`src/rtl/conv2d_sched.sv`:
```
// conv2d_sched: tap-level scheduler for one conv2d layer.
// Walks pixels and kernel taps for a shared MAC and hands off each pixel.
module conv2d_sched #(
  parameter int INPUT_CHANNELS  = 1,
  parameter int OUTPUT_CHANNELS = 1,
  parameter int HEIGHT          = 28,
  parameter int WIDTH           = 28,
  parameter int KERNEL_SIZE     = 3,
  parameter int PADDING         = 1,
  parameter int STRIDE          = 1,
  parameter int MAC_LAT         = 2,
  localparam int IC  = INPUT_CHANNELS,
  localparam int OC  = OUTPUT_CHANNELS,
  localparam int H   = HEIGHT,
  localparam int W   = WIDTH,
  localparam int K   = KERNEL_SIZE,
  localparam int P   = PADDING,
  localparam int S   = STRIDE,
  localparam int OH  = (H - K + 2 * P) / S + 1,
  localparam int OW  = (W - K + 2 * P) / S + 1,
  localparam int FAW = (IC * H * W > 1) ? $clog2(IC * H * W) : 1,
  localparam int WAW = (OC * IC * K * K > 1) ? $clog2(OC * IC * K * K) : 1,
  localparam int OAW = (OC * OH * OW > 1) ? $clog2(OC * OH * OW) : 1
) (
  input  logic           clk,
  input  logic           rst,
  input  logic           start,
  output logic           busy,
  output logic           done,
  output logic [FAW-1:0] fm_addr,
  output logic           fm_pad,
  output logic [WAW-1:0] wt_addr,
  output logic           mac_en,
  output logic           acc_clr,
  output logic           out_valid,
  input  logic           out_ready,
  output logic [OAW-1:0] out_addr
);

  localparam int ICW = (IC > 1) ? $clog2(IC) : 1;
  localparam int OCW = (OC > 1) ? $clog2(OC) : 1;
  localparam int KW  = (K > 1) ? $clog2(K) : 1;
  localparam int OHW = (OH > 1) ? $clog2(OH) : 1;
  localparam int OWW = (OW > 1) ? $clog2(OW) : 1;
  localparam int DW  = (MAC_LAT > 1) ? $clog2(MAC_LAT) : 1;

  typedef enum logic [2:0] {
    S_IDLE,
    S_RUN,
    S_DRAIN,
    S_OUT,
    S_DONE
  } state_e;

  state_e state_q, state_d;

  logic [OCW-1:0] oc_q, oc_d;
  logic [OHW-1:0] oy_q, oy_d;
  logic [OWW-1:0] ox_q, ox_d;
  logic [ICW-1:0] ic_q, ic_d;
  logic [KW-1:0]  ky_q, ky_d;
  logic [KW-1:0]  kx_q, kx_d;
  logic [DW-1:0]  dcnt_q, dcnt_d;

  logic [FAW-1:0] fm_addr_q, fm_addr_d;
  logic [WAW-1:0] wt_addr_q, wt_addr_d;
  logic [OAW-1:0] out_addr_q, out_addr_d;
  logic           fm_pad_q, fm_pad_d;
  logic           acc_clr_q, acc_clr_d;

  logic last_tap, last_pix;
  int   iy, ix;

  assign last_tap = (ic_q == ICW'(IC - 1)) &&
                    (ky_q == KW'(K - 1)) &&
                    (kx_q == KW'(K - 1));

  assign last_pix = (oc_q == OCW'(OC - 1)) &&
                    (oy_q == OHW'(OH - 1)) &&
                    (ox_q == OWW'(OW - 1));

  // Next state, loop counters and the tap/pixel outputs for the next cycle
  always_comb begin
    state_d    = state_q;
    oc_d       = oc_q;
    oy_d       = oy_q;
    ox_d       = ox_q;
    ic_d       = ic_q;
    ky_d       = ky_q;
    kx_d       = kx_q;
    dcnt_d     = dcnt_q;
    fm_addr_d  = '0;
    wt_addr_d  = '0;
    out_addr_d = '0;
    fm_pad_d   = 1'b0;
    acc_clr_d  = 1'b0;
    iy         = 0;
    ix         = 0;

    unique case (state_q)
      S_IDLE: begin
        oc_d   = '0;
        oy_d   = '0;
        ox_d   = '0;
        ic_d   = '0;
        ky_d   = '0;
        kx_d   = '0;
        dcnt_d = '0;
        if (start) state_d = S_RUN;
      end
      S_RUN: begin
        if (last_tap) begin
          ic_d    = '0;
          ky_d    = '0;
          kx_d    = '0;
          dcnt_d  = '0;
          state_d = (MAC_LAT == 0) ? S_OUT : S_DRAIN;
        end else if (kx_q != KW'(K - 1)) begin
          kx_d = kx_q + 1'b1;
        end else if (ky_q != KW'(K - 1)) begin
          kx_d = '0;
          ky_d = ky_q + 1'b1;
        end else begin
          kx_d = '0;
          ky_d = '0;
          ic_d = ic_q + 1'b1;
        end
      end
      S_DRAIN: begin
        if (dcnt_q == DW'(MAC_LAT - 1)) begin
          dcnt_d  = '0;
          state_d = S_OUT;
        end else begin
          dcnt_d = dcnt_q + 1'b1;
        end
      end
      S_OUT: begin
        if (out_ready) begin
          if (last_pix) begin
            state_d = S_DONE;
          end else begin
            state_d = S_RUN;
            if (ox_q != OWW'(OW - 1)) begin
              ox_d = ox_q + 1'b1;
            end else if (oy_q != OHW'(OH - 1)) begin
              ox_d = '0;
              oy_d = oy_q + 1'b1;
            end else begin
              ox_d = '0;
              oy_d = '0;
              oc_d = oc_q + 1'b1;
            end
          end
        end
      end
      S_DONE: begin
        state_d = S_IDLE;
      end
      default: begin
        state_d = S_IDLE;
      end
    endcase

    iy = int'(oy_d) * S + int'(ky_d) - P;
    ix = int'(ox_d) * S + int'(kx_d) - P;

    if (state_d == S_RUN) begin
      fm_pad_d  = (iy < 0) || (iy >= H) || (ix < 0) || (ix >= W);
      acc_clr_d = (state_q != S_RUN);
      wt_addr_d = WAW'(((int'(oc_d) * IC + int'(ic_d)) * K +
                        int'(ky_d)) * K + int'(kx_d));
      if (!fm_pad_d)
        fm_addr_d = FAW'(int'(ic_d) * H * W + iy * W + ix);
    end

    if (state_d == S_OUT)
      out_addr_d = OAW'(int'(oc_d) * OH * OW +
                        int'(oy_d) * OW + int'(ox_d));
  end

  // State, counters and registered outputs
  always_ff @(posedge clk or negedge rst) begin
    if (!rst) begin
      state_q    <= S_IDLE;
      oc_q       <= '0;
      oy_q       <= '0;
      ox_q       <= '0;
      ic_q       <= '0;
      ky_q       <= '0;
      kx_q       <= '0;
      dcnt_q     <= '0;
      fm_addr_q  <= '0;
      wt_addr_q  <= '0;
      out_addr_q <= '0;
      fm_pad_q   <= 1'b0;
      acc_clr_q  <= 1'b0;
    end else begin
      state_q    <= state_d;
      oc_q       <= oc_d;
      oy_q       <= oy_d;
      ox_q       <= ox_d;
      ic_q       <= ic_d;
      ky_q       <= ky_d;
      kx_q       <= kx_d;
      dcnt_q     <= dcnt_d;
      fm_addr_q  <= fm_addr_d;
      wt_addr_q  <= wt_addr_d;
      out_addr_q <= out_addr_d;
      fm_pad_q   <= fm_pad_d;
      acc_clr_q  <= acc_clr_d;
    end
  end

  assign busy      = (state_q == S_RUN) || (state_q == S_DRAIN) ||
                     (state_q == S_OUT);
  assign done      = (state_q == S_DONE);
  assign mac_en    = (state_q == S_RUN);
  assign out_valid = (state_q == S_OUT);
  assign fm_addr   = fm_addr_q;
  assign wt_addr   = wt_addr_q;
  assign out_addr  = out_addr_q;
  assign fm_pad    = fm_pad_q;
  assign acc_clr   = acc_clr_q;

endmodule

```
`config.mk`:
```
export PLATFORM = sky130hd
export DESIGN_NAME = conv2d_sched
export DESIGN_NICKNAME = d
export VERILOG_FILES = /design/src/rtl/conv2d_sched.sv
export SDC_FILE = /design/constraint.sdc
export NUM_CORES = 1
export LEC_CHECK = 0
export CORE_MARGIN = 2
export CORE_UTILIZATION = 44
export CTS_BUF_LIST = sky130_fd_sc_hd__clkbuf_8 sky130_fd_sc_hd__clkbuf_16
export DETAILED_ROUTE_END_ITERATION = 10
export REMOVE_ABC_BUFFERS = 1
export SYNTH_ARGS = -nofsm -noshare
export SYNTH_HDL_FRONTEND = slang
export SYNTH_SLANG_ARGS = --single-unit
```
`constraint.sdc`:
```
create_clock -name clk -period 10.6 [get_ports clk]
set_input_delay 1.06 -clock clk [delete_from_list [all_inputs] [get_ports clk]]
set_output_delay 1.06 -clock clk [all_outputs]
set_load 0.02 [all_outputs]
```
==> results of run 1 <==
==> flip-flops by register name, indices dropped and copies added (netlist names) <==
name	flops
fm_addr	10
out_addr	10
ox_q	5
oy_q	5
wt_addr	4
state_q	3
kx_q	2
ky_q	2
acc_clr	1
dcnt_q	1
fm_pad	1
ic_q	1
oc_q	1
==> per-stage QoR <==
step / setup WS (ps) / hold slack, ps / area (um^2) / utilization, %
6_report: 3560 / 595.9 / 4668 / 51.00
2_1_floorplan: 4433 / 506.8 / 4066 / -
4_1_cts: 3499 / 602.9 / 4668 / 51.00
3_3_place_gp: 3325 / 560.3 / 4531 / 49.50
5_1_grt: 3080 / 638.8 / 4668 / 51.00
3_5_place_dp: 3210 / 577.7 / 4531 / 49.50
==> critical path, stage by stage <==
cell             delay [ps]
clkdlybuf4s50_1         700
nor3b_2                 480
a32o_1                  230
a22o_1                  250
inv_1                    70
ha_1                    270
inv_1                    40
ha_1                    210
fa_1                    440
nand2b_1                100
a21oi_1                  60
nor2_1                  200
xnor2_1                 240
inv_1                    80
ha_1                    280
inv_1                    50
fa_1                    480
ha_1                    330
xor2_1                  180
fa_1                    480
inv_1                    40
ha_1                    310
a21oi_1                 140
xnor3_1                 390
nor3_1                  130
==> routing by layer <==
layer | vias to the layer above | routed length (um) | global-route usage [%]
met2 | 40 | 3719 | 27.38
met4 | 0 | 131 | 5.585
met1 | 1403 | 3921 | 24.19
met5 | - | 0 | 0
li1 | 1477 | - | -
met3 | 8 | 181 | 1.387
==> worst paths after layout <==
check	startpoint	to	slack (ps)
max in group asynchronous	rst	fm_addr[5]	9010
hold / removal	dcnt_q	dcnt_q	600
hold reg to reg	dcnt_q	dcnt_q	600
min in group asynchronous	rst	out_addr[4]	930
setup / recovery	out_ready	fm_addr[9]	3560
setup reg to reg	oy_q[0]	fm_addr[9]	3900
==> synthesized netlist by cell type (all sizes together), types with 3 or more instances <==
cell type | n | area [um^2]
clkbuf | 4 | 15.01
dfrtp | 46 | 1151
nor2b | 8 | 50.05
xor2 | 9 | 78.83
nor2 | 24 | 90.09
a21oi | 19 | 95.09
xnor2 | 17 | 148.9
inv | 71 | 269.0
and3 | 7 | 43.79
nor3 | 15 | 80.08
and2 | 4 | 25.02
a31oi | 4 | 25.02
nand3 | 6 | 30.03
fa | 19 | 380.4
a22oi | 4 | 30.03
nand2 | 12 | 60.06
ha | 67 | 838.3
o21bai | 4 | 30.03
a21o | 11 | 82.58
o21ai | 13 | 65.06
buf | 4 | 32.53
nand2b | 5 | 31.28
a22o | 4 | 35.03
a31o | 3 | 26.28
==> area by class of cell <==
cell class	count	area share (%)
multi-input combinational	292	56.69
timing repair buffer	33	6.969
clock buffer	5	1.474
sequential	46	24.66
clock inverter	3	1.474
tap	111	2.975
inverter	71	5.763
==> logic make-up after synthesis <==
family / after synthesis / synth area share [%]
XOR/XNOR: 28 / 6.630
buffers and inverters: 79 / 7.695
flip-flops: 46 / 27.98
AO/OA/AOI/OAI: 79 / 14.02
adder cells (fa/ha/maj): 86 / 29.62
multiplexers: 3 / 0.7603
AND/OR/NAND/NOR: 96 / 13.29
==> flow_metrics.env, run 1 <==
export IMPL_grt_max_degree=47
export IMPL_place_congestion=0.8297
export IMPL_h_tree_depth=2
export IMPL_start_util_pct=44.95
export IMPL_dr_pass1_iters=4
export IMPL_cts_resized=0
export IMPL_antenna_found_initial=0
export IMPL_grt_overflow_total=0
export IMPL_io_buffers=33
export IMPL_dpl_cell_count=553
export IMPL_syn_area_um2=4114
export IMPL_synth_async_reset_ratio_pct=100.0
export IMPL_cp_end_kind="flip-flop"
export IMPL_cts_buffers=5
export IMPL_clock_sinks=46
export IMPL_cts_tree="built"
export IMPL_synth_seq_area_share_pct=27.98
export IMPL_fin_tns_setup_ps=0
export IMPL_cts_hold_buf=0
export IMPL_vias=2928
export IMPL_drt_wl_total_mm=7.953
export IMPL_std_cell_rows=35
export IMPL_syn_avg_cell_area_um2=9.866
export IMPL_nNetsFinal=539
export IMPL_grt_pass1_wl_mm=13.82
export IMPL_die_y_um=100.7
export IMPL_clk_path_buf_depth=2
export IMPL_drive_gt1_share_pct=6.000
export IMPL_whs_path_depth=2
export IMPL_layout_area_overhead_vs_synth_pct=13.47
export IMPL_synth_cell_type_count=62
export IMPL_fin_skew_ps=9.732
export IMPL_max_cap_viol_count=0
export IMPL_worst_path_max_fanout=10
export IMPL_cts_root_buf="clkbuf_8"
export IMPL_final_common_cell="inv_1"
export IMPL_cp_required_ps=10810
export IMPL_path_clk_slew_ps=100
export IMPL_layout_area_seq_um2=1151
export IMPL_synthFlopType="dfrtp_1"
export IMPL_relSlewSlack_pct=30.77
export IMPL_drc=0
export IMPL_yosys_warnings=0
export IMPL_drt_vias_per_instance=5.219
export IMPL_clk_latency_ps=300
export IMPL_synth_edf_count=0
export IMPL_period_needed_ps=7040
export IMPL_drtAntennaViolNets=0
export IMPL_rr_worst_depth=27
export IMPL_cp_start_kind="input pin"
export IMPL_worstSetupPathType="input pin to flip-flop"
export IMPL_grt_usage_pct=17.00
export IMPL_num_antenna_cells=0
export IMPL_worst_pin_slew_ps=1039
export IMPL_worstPathArrival_ps=7250
export IMPL_hold_path_class="flip-flop to flip-flop"
export IMPL_hold_viol=0
export IMPL_final_cell_mix="inv_1, ha_1, dfrtp_1, clkdlybuf4s50_1, nor2_1"
export IMPL_rsz0062_at_grt="false"
export IMPL_initialDrtViolationCount=68
export IMPL_multi_input_area_um2=2646
export IMPL_nFillCells=858
export IMPL_pin_count=34
export IMPL_postSynthCellCount=417
export IMPL_die_area_um2=10140
export IMPL_cts_setup_buffers=0
export IMPL_setup_viol=0
export IMPL_floorplan_die_width_um=100.7
export IMPL_fin_crit_sh_pct=66.41
export IMPL_dp_final_hpwl_mm=6.453
export IMPL_coreArea_um2=9153
export IMPL_final_cells=561
export IMPL_wl_per_cell_um=14.18
export IMPL_timing_fmax_mhz=142.1
export IMPL_grt_pass1_vias=2877
export IMPL_status="finished clean"
export IMPL_drv_slew=0
export IMPL_ys_ff_latch=46
Power of run 1 is not shown: default switching activity piles up to over one toggle a cycle in this logic, so the estimate is an artifact.
==> run 2, diff against run 1 <==
Clock period 10.6 ns to 6.8 ns, I/O delays scaled along.
==> flow_metrics.env, run 2 (synthesized netlist as in run 1, its figures left out) <==
export IMPL_cp_start_kind="flip-flop"
export IMPL_grt_max_degree=47
export IMPL_drtAntennaViolNets=0
export IMPL_rsz0062_at_grt="false"
export IMPL_path_clk_slew_ps=80
export IMPL_status="finished clean"
export IMPL_drv_slew=0
export IMPL_wl_per_cell_um=14.88
export IMPL_pin_count=34
export IMPL_fin_skew_ps=7.616
export IMPL_cts_root_buf="clkbuf_8"
export IMPL_vias=2982
export IMPL_drc=0
export IMPL_place_congestion=0.8454
export IMPL_initialDrtViolationCount=87
export IMPL_cp_required_ps=7010
export IMPL_timing_fmax_mhz=154.9
export IMPL_std_cell_rows=35
export IMPL_dr_pass1_iters=4
export IMPL_setup_viol=0
export IMPL_grt_pass1_wl_mm=14.42
export IMPL_hold_slack_ps=572.6
export IMPL_worstPathArrival_ps=6670
export IMPL_period_needed_ps=6456
export IMPL_grt_usage_pct=18.07
export IMPL_max_stage_delay_ps=480
export IMPL_crit_top_cell="ha_1"
export IMPL_cts_tree="built"
export IMPL_design_area_um2=4703
export IMPL_hold_path_class="input pin to async pin"
export IMPL_drive_gt1_share_pct=8.553
export IMPL_io_buffers=33
export IMPL_worst_path_max_fanout=5
export IMPL_clock_sinks=46
export IMPL_drt_wl_total_mm=8.438
export IMPL_grt_overflow_total=0
export IMPL_coreArea_um2=9153
export IMPL_setup_ws_ps=344.2
export IMPL_worstSetupPathType="flip-flop to flip-flop"
export IMPL_dp_final_hpwl_mm=6.758
export IMPL_pre_cts_ws_ps=144.3
export IMPL_cp_end_kind="flip-flop"
export IMPL_cts_hold_buf=0
export IMPL_dpl_cell_area_um2=4568
export IMPL_final_cell_mix="inv_1, ha_1, dfrtp_1, clkdlybuf4s50_1, nor2_1"
export IMPL_grt_pass1_vias=3020
export IMPL_num_antenna_cells=0
export IMPL_drt_vias_per_instance=5.259
export IMPL_slowest_stage="fa_1"
export IMPL_layout_area_overhead_vs_synth_pct=14.32
export IMPL_nNetsFinal=545
export IMPL_start_util_pct=44.95
export IMPL_cts_buffers=5
export IMPL_die_area_um2=10140
export IMPL_clk_latency_ps=300
export IMPL_final_common_cell="inv_1"
export IMPL_antenna_found_initial=0
export IMPL_worst_pin_slew_ps=1071
export IMPL_max_cap_viol_count=0
export IMPL_die_y_um=100.7
export IMPL_fin_tns_setup_ps=0
export IMPL_h_tree_depth=2
export IMPL_hold_viol=0
export IMPL_relSlewSlack_pct=28.62
export IMPL_floorplan_die_width_um=100.7
export IMPL_fin_crit_sh_pct=94.94
export IMPL_clk_path_buf_depth=2
run 2: cell type report:
cell class,instances,area [um^2]
fill,842,4449
timing repair buffer,39,370.4
clock inverter,2,8.758
tap,111,138.9
sequential,46,1151
multi-input combinational,292,2683
clock buffer,6,82.58
inverter,71,269.0
run 2: through the flow:
| step | instances | utilization (%) |
|---|---|---|
| 3_5_place_dp | 558 | 49.91 |
| 4_1_cts | 566 | 50.91 |
| 5_1_grt | 567 | 51.39 |
| 6_report | 567 | 51.39 |
| 2_1_floorplan | 409 | - |
| 3_3_place_gp | 558 | 49.91 |
run 2: final timing paths:
path                         start          end  slack (ps)  depth (start not counted)
hold reg to reg             dcnt_q       dcnt_q         580                          2
setup reg to reg           oy_q[0]   fm_addr[9]         340                         28
max in group asynchronous      rst   fm_addr[9]        5570                          1
min in group clk            dcnt_q       dcnt_q         580                          2
setup / recovery           oy_q[0]   fm_addr[9]         340                         28
hold / removal                 rst  out_addr[9]         570                          1
run 2: routing by layer:
metal  GRT usage [%]  up-vias  routed length, um
met4           6.322        0                187
li1                -     1491                  -
met5               0        -                  0
met2           30.87       45               4040
met3           1.526       12                178
met1           24.04     1434               4031
run 2: worst max-delay path: cells and delay by family, from the launching register on:
family / cells / cell delay [ps]
XOR/XNOR: 3 / 830
buffers and inverters: 5 / 300
AND/OR/NAND/NOR: 6 / 1010
flip-flops: 1 / 430
AO/OA/AOI/OAI: 4 / 770
adder cells (fa/ha/maj): 10 / 3050
run 2: repair_timing:
item | in CTS | in global routing
gates resized for setup | 0 | 8
setup buffers | 0 | 1
endpoints found under the setup margin | 0 | 1
Power of run 2 is left out for the same reason.
==> run 3, diff against run 2 <==
Settings changed: ABC_CLOCK_PERIOD_IN_PS set to 6800, CAP_MARGIN set to 25.
==> flow_metrics.env, run 3 (synthesized netlist as in run 1, its figures left out) <==
export IMPL_final_common_cell="inv_1"
export IMPL_drv_slew=0
export IMPL_setup_viol=0
export IMPL_worstPathArrival_ps=6580
export IMPL_max_cap_viol_count=0
export IMPL_critPathLaunch="oy_q[0]"
export IMPL_fin_skew_ps=15.05
export IMPL_drtAntennaViolNets=0
export IMPL_h_tree_depth=2
export IMPL_dpl_cell_area_um2=4588
export IMPL_path_clk_slew_ps=100
export IMPL_grt_pass1_wl_mm=14.56
export IMPL_fin_crit_sh_pct=93.63
export IMPL_nFillCells=847
export IMPL_num_antenna_cells=0
export IMPL_max_stage_delay_ps=500
export IMPL_worstSetupPathType="flip-flop to flip-flop"
export IMPL_critPathTopFamily="adder cells"
export IMPL_nNetsFinal=546
export IMPL_std_cell_rows=35
export IMPL_crit_top_cell="ha_1"
export IMPL_timing_fmax_mhz=157.1
export IMPL_relSlewSlack_pct=50.11
export IMPL_floorplan_die_width_um=100.7
export IMPL_vias=2993
export IMPL_drc=0
export IMPL_drive_gt1_share_pct=8.972
export IMPL_initialDrtViolationCount=143
export IMPL_antenna_found_initial=0
export IMPL_cp_start_kind="flip-flop"
export IMPL_status="finished clean"
export IMPL_design_area_um2=4772
export IMPL_io_buffers=33
export IMPL_cts_tree="built"
export IMPL_dr_pass1_iters=4
export IMPL_cp_required_ps=7020
export IMPL_cts_root_buf="clkbuf_8"
export IMPL_rsz0062_at_grt="false"
export IMPL_clk_path_buf_depth=2
export IMPL_cp_end_kind="flip-flop"
export IMPL_coreArea_um2=9153
export IMPL_die_y_um=100.7
export IMPL_grt_overflow_total=0
export IMPL_path_buf_inv=3
export IMPL_die_area_um2=10140
export IMPL_hold_path_class="input pin to async pin"
export IMPL_slowest_stage="fa_2"
export IMPL_cts_buffers=5
export IMPL_crit_reg2reg_launch="oy_q[0]"
export IMPL_clock_sinks=46
export IMPL_dp_final_hpwl_mm=6.843
export IMPL_pin_count=34
export IMPL_start_util_pct=44.95
export IMPL_layout_area_overhead_vs_synth_pct=16.00
export IMPL_grt_max_degree=26
export IMPL_place_congestion=0.8454
export IMPL_drt_vias_per_instance=5.269
export IMPL_wl_per_cell_um=14.75
export IMPL_grt_usage_pct=18.01
export IMPL_fin_tns_setup_ps=0
export IMPL_grt_pass1_vias=3053
export IMPL_drt_wl_total_mm=8.377
export IMPL_final_cell_mix="inv_1, ha_1, dfrtp_1, clkdlybuf4s50_1, nor2_1"
export IMPL_period_needed_ps=6367
export IMPL_worst_pin_slew_ps=742.1
export IMPL_hold_viol=0
export IMPL_worst_path_max_fanout=5
export IMPL_clk_latency_ps=310
-- run 3: worst reg2reg max path, stage by stage, from the launching register on --
cell and delay (ps):
dfrtp_1 430, ha_1 250, and3b_1 210, ha_2 230, nor3b_4 250, nand2_1 90, a21o_1 220, a22o_1 310
inv_1 80, ha_1 210, inv_1 50, ha_1 190, fa_2 500, ha_1 320, ha_1 340, xnor2_2 190
inv_1 70, ha_1 290, a21o_1 190, a21oi_2 190, xnor2_1 160, ha_1 270, ha_1 320, o21ai_0 120
o21bai_1 100, a21oi_1 160, xnor3_1 400, nor3_1 120
-- run 3: final timing paths --
kind	slack, ps	cells past startpoint	endpoint
max in group asynchronous	5890	2	fm_addr[3]
worst min-delay path	360	1	out_addr[4]
worst max-delay path	430	27	fm_addr[9]
worst min register to register	590	2	dcnt_q
worst max register to register	430	27	fm_addr[9]
min in group clk	590	2	dcnt_q
-- run 3: per-layer routing --
metal | share of wire (%) | routed length, um | GRT usage [%] | up-vias
met4 | 2.0 | 165 | 5.479 | 0
li1 | - | - | - | 1497
met5 | 0 | 0 | 0 | -
met2 | 48 | 4016 | 30.56 | 45
met3 | 2.3 | 195 | 1.595 | 10
met1 | 48 | 4000 | 24.43 | 1441
-- run 3: through the flow --
step	hold slack, ps	setup slack (ps)	instances	util [%]
detailed placement	577.0	194.2	559	50.13
floorplan	384.4	632.7	409	-
global placement	572.9	364.0	558	49.91
finish	361.8	433.5	568	52.14
global route	406.5	3.842	568	52.14
CTS	390.4	176.6	567	51.69
-- run 3: what timing repair did --
item,in CTS,in global routing
hold buffers,0,0
endpoints found under the setup margin,0,2
resized for setup,0,8
buffers inserted,0,1
-- run 3: final cells by class --
type                    instances  area [um^2]  share of cell area, %
clock buffers                   6        82.58                  1.730
multi-input cells             292         2680                  56.16
flip-flops and latches         46         1151                  24.12
repair buffers                 40        390.4                  8.180
inverters                      71        269.0                  5.637
clock inverters                 2        60.06                  1.259
well taps                     111        138.9                  2.910
Power of run 3 is left out for the same reason.
